$ cat config.mk
export PLATFORM = sky130hd
export DESIGN_NAME = wb_stage
export DESIGN_NICKNAME = d
export VERILOG_FILES = /design/src/rtl/wb_stage.sv
export SDC_FILE = /design/constraint.sdc
export NUM_CORES = 1
export LEC_CHECK = 0
export ABC_AREA = 1
export ABC_CLOCK_PERIOD_IN_PS = 3000
export BUFFER_PORTS_ARGS = -buffer_cell sky130_fd_sc_hd__buf_4
export CAP_MARGIN = 0
export CORE_ASPECT_RATIO = 0.8
export CORE_MARGIN = 5
export CORE_UTILIZATION = 45
export DETAILED_ROUTE_END_ITERATION = 16
export HOLD_SLACK_MARGIN = 0.03
export PLACE_DENSITY_LB_ADDON = 0.25
export REMOVE_ABC_BUFFERS = 1
export SLEW_MARGIN = 30
export SYNTH_ARGS = -nofsm -noshare
export SYNTH_HDL_FRONTEND = slang
export SYNTH_SLANG_ARGS = --single-unit
$ cat constraint.sdc
create_clock -name i_clk -period 3 [get_ports i_clk]
set_clock_uncertainty 0.15 [all_clocks]
set_input_delay 0.15 -clock i_clk [delete_from_list [all_inputs] [get_ports i_clk]]
set_output_delay 0.15 -clock i_clk [all_outputs]
set_load 0.005 [all_outputs]
$ cat src/rtl/wb_stage.sv
// Write-back stage: MEM/WB pipeline register, load formatting, result select,
// register file write port, load-fault flag and retired-instruction counter.
module wb_stage #(
    parameter int DATA_WIDTH = 32,
    parameter int ADDR_WIDTH = 5,
    parameter int CNT_WIDTH  = 64
) (
    input  logic                  i_clk,
    input  logic                  i_reset_n,
    input  logic                  i_valid,
    input  logic                  i_flush,
    input  logic                  i_reg_wr,
    input  logic [ADDR_WIDTH-1:0] i_rd_addr,
    input  logic [1:0]            i_result_src,
    input  logic [DATA_WIDTH-1:0] i_alu_result,
    input  logic [DATA_WIDTH-1:0] i_mem_rdata,
    input  logic [DATA_WIDTH-1:0] i_pc_plus4,
    input  logic [DATA_WIDTH-1:0] i_imm,
    input  logic [2:0]            i_load_funct3,
    output logic                  o_wr_en,
    output logic [ADDR_WIDTH-1:0] o_wr_addr,
    output logic [DATA_WIDTH-1:0] o_wr_data,
    output logic                  o_load_fault,
    output logic [CNT_WIDTH-1:0]  o_instret
);

    logic                  valid_q, valid_d;
    logic                  reg_wr_q, reg_wr_d;
    logic                  fault_q, fault_d;
    logic [ADDR_WIDTH-1:0] rd_q, rd_d;
    logic [DATA_WIDTH-1:0] data_q, data_d;
    logic [CNT_WIDTH-1:0]  instret_q, instret_d;

    logic [1:0]            off;
    logic [7:0]            byte_v;
    logic [15:0]           half_v;
    logic                  ld_illegal;
    logic                  ld_misal;
    logic                  take;
    logic [DATA_WIDTH-1:0] load_data;

    always_comb begin
        off        = i_alu_result[1:0];
        byte_v     = i_mem_rdata[{off, 3'b000} +: 8];
        half_v     = i_mem_rdata[{off[1], 4'b0000} +: 16];
        ld_illegal = (i_load_funct3 == 3'b011) || (i_load_funct3 == 3'b110)
                  || (i_load_funct3 == 3'b111);
        ld_misal   = ((i_load_funct3[1:0] == 2'b01) && off[0])
                  || ((i_load_funct3 == 3'b010) && (off != 2'b00));
        take       = i_valid & ~i_flush;

        load_data = i_mem_rdata;
        unique case (i_load_funct3)
            3'b000:  load_data = {{(DATA_WIDTH-8){byte_v[7]}}, byte_v};
            3'b001:  load_data = {{(DATA_WIDTH-16){half_v[15]}}, half_v};
            3'b100:  load_data = {{(DATA_WIDTH-8){1'b0}}, byte_v};
            3'b101:  load_data = {{(DATA_WIDTH-16){1'b0}}, half_v};
            default: load_data = i_mem_rdata;
        endcase

        data_d = i_alu_result;
        unique case (i_result_src)
            2'b01:   data_d = load_data;
            2'b10:   data_d = i_pc_plus4;
            2'b11:   data_d = i_imm;
            default: data_d = i_alu_result;
        endcase

        valid_d  = take;
        reg_wr_d = i_reg_wr;
        rd_d     = i_rd_addr;
        fault_d  = take && (i_result_src == 2'b01) && (ld_illegal || ld_misal);

        // a faulting instruction occupies WB but never retires
        instret_d = instret_q + CNT_WIDTH'(valid_q & ~fault_q);
    end

    always_ff @(posedge i_clk or negedge i_reset_n) begin
        if (!i_reset_n) begin
            valid_q   <= 1'b0;
            reg_wr_q  <= 1'b0;
            fault_q   <= 1'b0;
            rd_q      <= '0;
            data_q    <= '0;
            instret_q <= '0;
        end else begin
            valid_q   <= valid_d;
            reg_wr_q  <= reg_wr_d;
            fault_q   <= fault_d;
            rd_q      <= rd_d;
            data_q    <= data_d;
            instret_q <= instret_d;
        end
    end

    assign o_wr_en      = valid_q & reg_wr_q & (rd_q != '0) & ~fault_q;
    assign o_wr_addr    = rd_q;
    assign o_wr_data    = data_q;
    assign o_load_fault = valid_q & fault_q;
    assign o_instret    = instret_q;

endmodule

==> implementation parameters, run 1 <==
Parameter                              Value

Floorplanning
  Cell Rows ... 39
  Die Y ... about 120 um
  Die outline area ... 17060 sq um
  Placeable core area ... 14250 sq um
  # IOs ... between 200 and 250
  Starting density of the core ... roughly 46%
  Width of the die ... 144.8 um

STA
  Transition time at the pin with the least slew margin ... 0.8867 ns
  Period Utilization, post-route ... 79.61%
  Slew headroom ... about two fifths
  Final TNS setup ... 0 ns
  Number of hold violations in the final report ... 0
  Final setup fails ... 0
  Setup repair after global routing missed its margin ... no
  Final period demand of the worst path ... 2.388 ns
  Post-route worst setup slack ... 0.6118 ns
  Worst hold slack ... 0.09628 ns
  Slew Limit Fails ... 0
  Achievable clock frequency ... 0.4187 GHz

Power and ir drop
  Lkg Pwr ... roughly 4.6 nW
  Overall power consumption ... 3.494 mW
  Power dissipated by switching net loads ... 1.008 mW
  Cell-internal power ... about 2.5 mW
  Clock network power share ... approximately 33%
  Switching share of power ... 28.86%
  Sequential share of power ... 44.7%
  Power share of the combinational group ... 22.3%
  Worst voltage drop across the vdd grid ... 0.3561 mV
  Power density of the placed cells ... roughly 370 nW/um^2

Clocking
  CTS tree ... done
  Number of buffers between clock root and the deepest sink ... 2
  CTS clk-pin slew, worst paths ... 0.08 ns
  Clk root buf ... clkbuf_16
  Count of clock tree sinks ... 104
  Depth of the CTS H-tree ... 3
  Total CTS buffers ... 9
  Clock insertion delay at the later pin of the skew report ... 0.36 ns
  Number of instances resized during post-cts repair ... 0
  Post-CTS setup buffer count ... 0

Placed design
  Placed cell areas ... 8528 sq um
  Worst setup timing slack at the placement stage ... 0.6239 ns
  HPWL after DPL ... 18.83 mm
  Buffers added on ports ... about 250
  Weighted congestion reported at the end of routability-driven placement ... 1.009

Synth
  Multiplexer share of the synthesized area ... 0%
  Most used flip-flop cell after synthesis ... dfrtp_1
  Largest cells by area after synthesis ... dfrtp_1 40%, nand2_1 18%, nor2_1 8.4%
  Post-synthesis instance area ... 6540 sq um
  Area fraction in compound gates after synthesis ... approximately 5%
  Xor/xnor share of the synthesized area ... 4.152%
  Yosys synthesis warning count ... 0
  Cell type with the largest total area after synthesis ... dfrtp_1
  Number of enable flip-flop cells after synthesis ... 0
  Netlist cell types ... 28
  Ys async rst share ... 100.0%
  Post-Synthesis Mean Instance Area ... 6.863 sq um
  Largest family of logic cells by synthesized area ... simple AND/OR/NAND/NOR gates
  Share of the synthesized area in the top cell type ... roughly two fifths
  Portion of the post-synthesis area used by sequential elements ... 39.79%
  Fraction of the mapped netlist area in simple logic gates ... 44.17%
  Syn Inst Count ... 953
  Dominant cell by count in the synthesized netlist ... nand2_1
  Area share of fa/ha/maj cells after synthesis ... less than 1%
  Seq cells post-synth ... 104
  Most frequent cells after synthesis ... 311 x nand2_1, 146 x nor2_1, 104 x dfrtp_1, 90 x nand3_1, 65 x inv_1

Worst hold path
  Hold/Removal Path Class ... in2reg

Worst setup path
  Endpoint kind of the worst setup timing path ... flip-flop
  Top fanout value on the critical path ... 7
  Data arrival time of the critical path ... 2.49 ns
  Required time of the worst setup path ... 3.10 ns
  Launching element type of the critical path ... flip-flop
  Critical Setup Path Class ... reg2reg

Layout
  Layout fillers ... approximately 1300
  Layout cells sized above 1 ... 25.89%
  Number of nets in the final layout ... 1403
  Relative area change from synthesis to final layout ... 46.05%
  Area taken by multi-input logic gates ... ~3500 sq um
  Diodes inserted ... 0
  Final std cell area, no fill ... 9552 sq um
  Storage element area ... between 2000 and 3000 sq um

Global routing
  Grt ovf ... 0
  Initial antenna violation count ... 0
  Wire length of the first global-routing pass ... slightly below 40 mm
  Pin count of the biggest net entering global routing ... 68
  Total routing usage reported by global routing ... 28.94%
  Via count of the first global-routing pass ... 7266

Outcome
  Run status ... finished clean

Route
  Drt first pass iters ... 6
  Routed WL ... 24.94 mm
  Initial DRC Count ... between 700 and 800
  Total DRC errors in the routed layout ... 0
  Antenna Violating Nets Remaining ... 0
  Wirelength per Cell ... 17.23 um
  Via-to-Cell Ratio ... 5.194
  Total via count after detailed routing ... approximately 7500

Flow run
  Count of max-cap constraint violations ... 0
==> what timing repair did <==
| action | 4_1_cts | 5_1_grt |
|---|---|---|
| hold buffers | 74 | 0 |
| endpoints found under the setup margin | 0 | 0 |
| endpoints found under the hold margin | 77 | 0 |
==> flip-flops by register name, indices dropped and copies added, names as in the netlist <==
name and cells:
fault_q 1, o_instret 64, o_wr_addr 5, o_wr_data 32, reg_wr_q 1, valid_q 1
==> metrics by stage <==
| stage | std cells | util (%) |
|---|---|---|
| floorplan | 922 | - |
| global placement | 1357 | 59.85 |
| detailed placement | 1357 | 59.85 |
| CTS | 1447 | 67.04 |
| global route | 1447 | 67.04 |
| finish | 1447 | 67.04 |
==> layer usage <==
metal	up-vias	global-route usage (%)	wire length, um
li1	3648	-	-
met1	3430	40.14	10550
met2	381	44.10	11300
met3	56	7.758	2333
met4	0	8.741	750
met5	-	0	0
==> power by group through the flow <==
stage / clock network, mW / logic [mW] / registers (mW)
detailed placement: 0 / 0.655 / 1.59
CTS: 1.18 / 0.767 / 1.56
global placement: 0 / 0.646 / 1.58
global route: 1.24 / 0.850 / 1.57
finish: 1.15 / 0.778 / 1.56
floorplan: 0 / 0.226 / 1.58
==> final cells by class <==
class / count / area share (%)
repair buffers: 325 / 27.61
multi-input cells: 745 / 36.90
clock inverters: 6 / 0.5633
well taps: 184 / 2.410
inverters: 73 / 2.869
flip-flops and latches: 104 / 27.25
clock buffers: 10 / 2.397
==> cells by family after synthesis <==
logic type	Yosys count
flops	104
xor+xnor	31
compound gates	63
fa+ha+maj	2
buf+inv	104
simple gates	649
==> worst max-delay path, cell delays in order, from the launching register on <==
cell	delay [ns]
dfrtp_1	0.38
nor2_1	0.17
ha_1	0.34
ha_1	0.37
inv_2	0.08
nor2_4	0.20
nand2_2	0.11
inv_1	0.11
nand2_1	0.11
o21ai_0	0.19
nand2_1	0.06
==> cells in the final DEF, fill, tap and decap left out, drive strengths merged, types with 3 or more instances in the layout <==
cell	netlist	routed
clkinv	0	3
dlygate4sd3	0	74
buf	13	251
dfrtp	104	104
nor2	169	169
a21oi	27	27
nand3b	23	23
nand4	25	25
o211ai	7	7
inv	73	75
nand2	339	339
xor2	11	11
nand3	90	90
xnor2	20	20
clkbuf	18	10
o21ai	29	29
==> final timing paths <==
| kind | from | to | slack, ns | depth (start not counted) |
|---|---|---|---|---|
| worst max-delay path | fault_q | o_instret[56] | 0.61 | 10 |
| worst min-delay path | i_alu_result[0] | fault_q | 0.1 | 5 |
| worst max register to register | fault_q | o_instret[56] | 0.61 | 10 |
| worst min register to register | o_instret[0] | o_instret[0] | 0.36 | 1 |
| max in group asynchronous | i_reset_n | o_instret[35] | 1.79 | 3 |
| min in group asynchronous | i_reset_n | o_wr_data[7] | 0.15 | 2 |
Power figures use the tool's default switching activity.
==> inputs of run 2 (changes only) <==
--- a/config.mk
+++ b/config.mk
@@ -6,7 +6,7 @@
 export NUM_CORES = 1
 export LEC_CHECK = 0
 export ABC_AREA = 1
-export ABC_CLOCK_PERIOD_IN_PS = 3000
+export ABC_CLOCK_PERIOD_IN_PS = 2300
 export BUFFER_PORTS_ARGS = -buffer_cell sky130_fd_sc_hd__buf_4
 export CAP_MARGIN = 0
 export CORE_ASPECT_RATIO = 0.8
==> constraint.sdc (replaced) <==
create_clock -name i_clk -period 2.3 [get_ports i_clk]
set_clock_uncertainty 0.15 [all_clocks]
set_input_delay 0.115 -clock i_clk [delete_from_list [all_inputs] [get_ports i_clk]]
set_output_delay 0.115 -clock i_clk [all_outputs]
set_load 0.005 [all_outputs]
==> run 2 against run 1 <==
Worst hold slack worse by 0.042 ns. Final area up 1.1%. Sequential power is 31% higher. Non-clock buffer count increased by 10. Largest cell class unchanged. Largest power group unchanged. Highest routed layer unchanged.
==> implementation parameters, run 2 (same netlist as run 1, synthesis figures left out) <==
Parameter                              Value

Outcome
  Run status ... finished clean

STA
  Period Utilization, post-route ... about nine tenths
  Setup repair after global routing missed its margin ... no
  Slew headroom ... 50.95%
  Transition time at the pin with the least slew margin ... 0.7358 ns
  Final TNS setup ... 0 ns
  Achievable clock frequency ... approximately 0.49 GHz
  Number of hold violations in the final report ... 0
  Slew Limit Fails ... 0
  Final period demand of the worst path ... 2.036 ns
  Final setup fails ... 0

Route
  Via-to-Cell Ratio ... 5.216
  Total via count after detailed routing ... 7599
  Antenna Violating Nets Remaining ... 0
  Initial DRC Count ... 718
  Wirelength per Cell ... approximately 17 um
  Routed WL ... 24.15 mm
  Drt first pass iters ... 6
  Total DRC errors in the routed layout ... 0

Power and ir drop
  Lkg Pwr ... about 4.6 nW
  Power density of the placed cells ... 472.2 nW/um^2
  Worst voltage drop across the vdd grid ... between 0.4 and 0.5 mV

Worst setup path
  Top fanout value on the critical path ... 34
  Required time of the worst setup path ... 2.44 ns
  Worst Reg2Reg Path Length in Cells ... 9
  Worst-case register-to-register setup slack ... 0.29 ns
  Endpoint kind of the worst setup timing path ... flip-flop
  Data arrival time of the critical path ... 2.18 ns
  Critical Setup Path Class ... in2reg
  R2R Path End ... o_instret[32]
  Reg2Reg Launch Point ... fault_q
  Launching element type of the critical path ... primary input

Clocking
  Clock insertion delay at the later pin of the skew report ... 0.36 ns
  CTS tree ... done
  Total CTS buffers ... 9
  Depth of the CTS H-tree ... 3
  CTS clk-pin slew, worst paths ... 0.07 ns
  Number of buffers between clock root and the deepest sink ... 2
  Count of clock tree sinks ... 104
  Clk root buf ... clkbuf_16

Global routing
  Wire length of the first global-routing pass ... 38.21 mm
  Grt ovf ... 0
  Pin count of the biggest net entering global routing ... 72
  Via count of the first global-routing pass ... 7323
  Total routing usage reported by global routing ... between 20% and 30%
  Initial antenna violation count ... 0

Layout
  Number of nets in the final layout ... ~1400
  Flip-flop count of the largest register, all copies and words added ... 64
  Diodes inserted ... 0
  Layout fillers ... 1225
  Final Util ... 67.78%
  Leading cell type in the layout, fill and taps excluded ... nand2_1
  Relative area change from synthesis to final layout ... 47.68%
  Layout cells sized above 1 ... 25.84%
  Storage element area ... 2603 sq um
  Area taken by multi-input logic gates ... 3525 sq um
  Most used cells in the layout excluding fill and tap cells ... 311 x nand2_1, 251 x buf_4, 145 x nor2_1

Floorplanning
  # IOs ... about 250
  Placeable core area ... 14250 sq um
  Die outline area ... 17060 sq um
  Starting density of the core ... 45.90%
  Cell Rows ... 39
  Die Y ... ~120 um
  Width of the die ... between 100 and 150 um

Worst hold path
  Hold/Removal Path Class ... in2async

Placed design
  Weighted congestion reported at the end of routability-driven placement ... 0.9904
  HPWL after DPL ... 18.31 mm
  Buffers added on ports ... 245

Flow run
  Count of max-cap constraint violations ... 0
## run 2: worst max-delay path, cell delays in order
cell and delay (ns):
buf_4 0.24, nor2_2 0.44, nand2_1 0.13, dlygate4sd3_1 0.61, nand3b_1 0.09, dlygate4sd3_1 0.55
## run 2: worst max path at each step
stage | from | end | slack [ns] | depth (start not counted)
3_3_place_gp | fault_q | o_instret[56] | 0.38 | 10
6_report | i_result_src[0] | o_wr_data[12] | 0.26 | 6
2_1_floorplan | fault_q | o_instret[56] | 0.24 | 10
3_5_place_dp | fault_q | o_instret[56] | 0.28 | 10
4_1_cts | fault_q | o_instret[56] | 0.28 | 10
5_1_grt | fault_q | o_instret[56] | 0.02 | 10
## run 2: stage by stage
stage          hold WS [ns]  power (mW)  cells  instance area [sq um]  worst slack [ns]
6_report            0.05383       4.561   1457                   9658            0.2636
5_1_grt             0.06636       4.783   1457                   9658           0.01707
4_1_cts             0.03284       4.582   1457                   9658            0.2845
3_5_place_dp        -0.1237       2.930   1359                   8556            0.2840
3_3_place_gp        -0.1270       2.925   1359                   8556            0.3788
2_1_floorplan       -0.3306       2.357    922                   6399            0.2399
## run 2: repair_timing
item / in CTS / in global routing
hold buffers: 82 / 0
buffers inserted: 0 / 0
gates resized for setup: 0 / 0
hold endpoints to repair: 144 / 0
setup endpoints to repair: 0 / 0
## run 2: layer usage
| metal | share of wire (%) | up-vias | wire [um] | GRT usage (%) |
|---|---|---|---|---|
| met4 | 3.7 | 0 | 894 | 10.31 |
| met2 | 45 | 384 | 10840 | 42.97 |
| met3 | 10 | 72 | 2439 | 7.271 |
| met1 | 41 | 3485 | 9977 | 38.82 |
| li1 | - | 3658 | - | - |
| met5 | 0 | - | 0 | 0 |
## run 2: where the power goes
part	total [mW]	switching, mW	internal, mW
Clock	1.50	0.748	0.751
Sequential	2.04	0.0952	1.94
Combinational	1.02	0.464	0.561
## run 2: final cells by class
class,instances,area share [%]
Clock buffer,10,2.371
Timing Repair Buffer,335,28.42
Multi-Input combinational cell,745,36.49
Sequential cell,104,26.95
Inverter,73,2.837
Tap cell,184,2.384
Clock inverter,6,0.5441
==> inputs of run 3 (changes only) <==
--- a/config.mk
+++ b/config.mk
@@ -12,6 +12,7 @@
 export CORE_ASPECT_RATIO = 0.8
 export CORE_MARGIN = 5
 export CORE_UTILIZATION = 45
+export CTS_BUF_LIST = sky130_fd_sc_hd__clkbuf_8
 export DETAILED_ROUTE_END_ITERATION = 16
 export HOLD_SLACK_MARGIN = 0.03
 export PLACE_DENSITY_LB_ADDON = 0.25
==> run 3 against run 2 <==
Setup slack better by 0.0011 ns. Critical path depth is the same. Worst hold slack gained 0.060 ns. Final area down 0.89%. Core utilization down 0.61 points. Die area is the same.
==> implementation parameters, run 3 (same netlist as run 1, synthesis figures left out) <==
Parameter                              Value

Outcome
  Run status ... finished clean

Layout
  Diodes inserted ... 0
  Relative area change from synthesis to final layout ... 46.36%
  Layout cells sized above 1 ... 25.88%
  Non-filler instance count after layout ... 1459
  Area taken by multi-input logic gates ... 3525 sq um
  Final Util ... 67.18%
  Number of nets in the final layout ... 1415
  Leading cell type in the layout, fill and taps excluded ... nand2_1
  Layout fillers ... 1235
  Flip-flop count of the largest register, all copies and words added ... 64
  Storage element area ... 2603 sq um
  Most used cells in the layout excluding fill and tap cells ... 311 x nand2_1, 251 x buf_4, 145 x nor2_1

Worst setup path
  Top fanout value on the critical path ... 34
  Critical path's largest stage delay ... 0.63 ns
  Endpoint kind of the worst setup timing path ... flip-flop
  Launching element type of the critical path ... primary input
  Data arrival time of the critical path ... 2.22 ns
  Required time of the worst setup path ... 2.49 ns
  Critical Setup Path Class ... in2reg
  Most frequent CP cell ... dlygate4sd3_1
  Slowest cell on crit path ... dlygate4sd3_1
  Ordered list of cells on the worst path ... buf_4 -> nor2_2 -> nand2_1 -> dlygate4sd3_1 -> nand3_1 -> dlygate4sd3_1

Global routing
  Via count of the first global-routing pass ... 7326
  Pin count of the biggest net entering global routing ... 72
  Grt ovf ... 0
  Initial antenna violation count ... 0
  Wire length of the first global-routing pass ... 38.27 mm
  Total routing usage reported by global routing ... 28.43%

Floorplanning
  Cell Rows ... 39
  Placeable core area ... 14250 sq um
  Starting density of the core ... 45.90%
  # IOs ... about 250
  Die Y ... 117.8 um
  Die outline area ... roughly 17000 sq um
  Width of the die ... 144.8 um

Route
  Via-to-Cell Ratio ... a little over 5
  Antenna Violating Nets Remaining ... 0
  Total DRC errors in the routed layout ... 0
  Routed WL ... about 24 mm
  Total via count after detailed routing ... 7556
  Wirelength per Cell ... 16.55 um
  Drt first pass iters ... 7
  Initial DRC Count ... 527

Clocking
  Clock insertion delay at the later pin of the skew report ... 0.40 ns
  Number of buffers between clock root and the deepest sink ... 2
  Total CTS buffers ... 9
  Number of instances resized during post-cts repair ... 0
  Clk root buf ... clkbuf_8
  CTS clk-pin slew, worst paths ... 0.11 ns
  CTS tree ... done
  Count of clock tree sinks ... 104
  Depth of the CTS H-tree ... 3

Worst hold path
  Hold/Removal Path Class ... in2async

Power and ir drop
  Lkg Pwr ... 4.556 nW
  Worst voltage drop across the vdd grid ... 0.3477 mV
  Power density of the placed cells ... about 440 nW/um^2

STA
  Slew Limit Fails ... 0
  Slew headroom ... 51.75%
  Post-route worst setup slack ... 0.2647 ns
  Final TNS setup ... 0 ns
  Number of hold violations in the final report ... 0
  Transition time at the pin with the least slew margin ... just over 0.7 ns
  Final period demand of the worst path ... 2.035 ns
  Setup repair after global routing missed its margin ... no
  Worst hold slack ... ~0.11 ns
  Final setup fails ... 0
  Achievable clock frequency ... 0.4913 GHz
  Period Utilization, post-route ... 88.49%

Placed design
  Buffers added on ports ... 245
  Cell Count Post-Placement ... 1359
  Worst setup timing slack at the placement stage ... between 0.2 and 0.3 ns
  HPWL after DPL ... 18.31 mm
  Weighted congestion reported at the end of routability-driven placement ... ~1

Flow run
  Count of max-cap constraint violations ... 0
run 3: area by class of cell:
| type | instances | area share, % |
|---|---|---|
| Multi-Input combinational cell | 745 | 36.82 |
| Timing Repair Buffer | 337 | 28.84 |
| Sequential cell | 104 | 27.19 |
| Inverter | 73 | 2.863 |
| Tap cell | 184 | 2.405 |
| Clock buffer | 9 | 1.294 |
| Clock inverter | 7 | 0.5882 |
run 3: through the flow:
stage	instance area, sq um	total power [mW]
after floorplan	6399	2.357
after global placement	8556	2.925
after detailed placement	8556	2.930
after CTS	9577	4.197
after global routing	9572	4.400
final	9572	4.174
run 3: power breakdown:
group / switching [mW] / internal (mW)
sequential: 0.0948 / 1.94
combinational: 0.465 / 0.562
clock: 0.705 / 0.405
run 3: worst max-delay path, delay by kind of cell:
kind          cells  cell delay (ns)
simple gates      3             0.68
buf+inv           3             1.42
run 3: final timing paths:
path / startpoint / end / slack (ns) / cells after the start
setup / recovery: i_result_src[0] / o_wr_data[15] / 0.26 / 6
hold / removal: i_reset_n / o_instret[46] / 0.11 / 3
setup reg to reg: fault_q / o_instret[56] / 0.28 / 10
hold reg to reg: o_instret[63] / o_instret[63] / 0.37 / 2
max in group asynchronous: i_reset_n / o_instret[52] / 1.47 / 3
min in group i_clk: i_rd_addr[2] / o_wr_addr[2] / 0.21 / 2
run 3: metal layers:
layer | vias to the layer above | GRT usage [%] | part of all wire, %
li1 | 3663 | - | -
met1 | 3492 | 38.76 | 41
met2 | 335 | 43.26 | 45
met3 | 66 | 7.555 | 9.7
met4 | 0 | 10.31 | 3.5
met5 | - | 0 | 0
run 3: repair_timing:
item / in CTS / in global routing
buffers inserted: 0 / 0
endpoints found under the hold margin: 144 / 0
hold buffers: 84 / 0
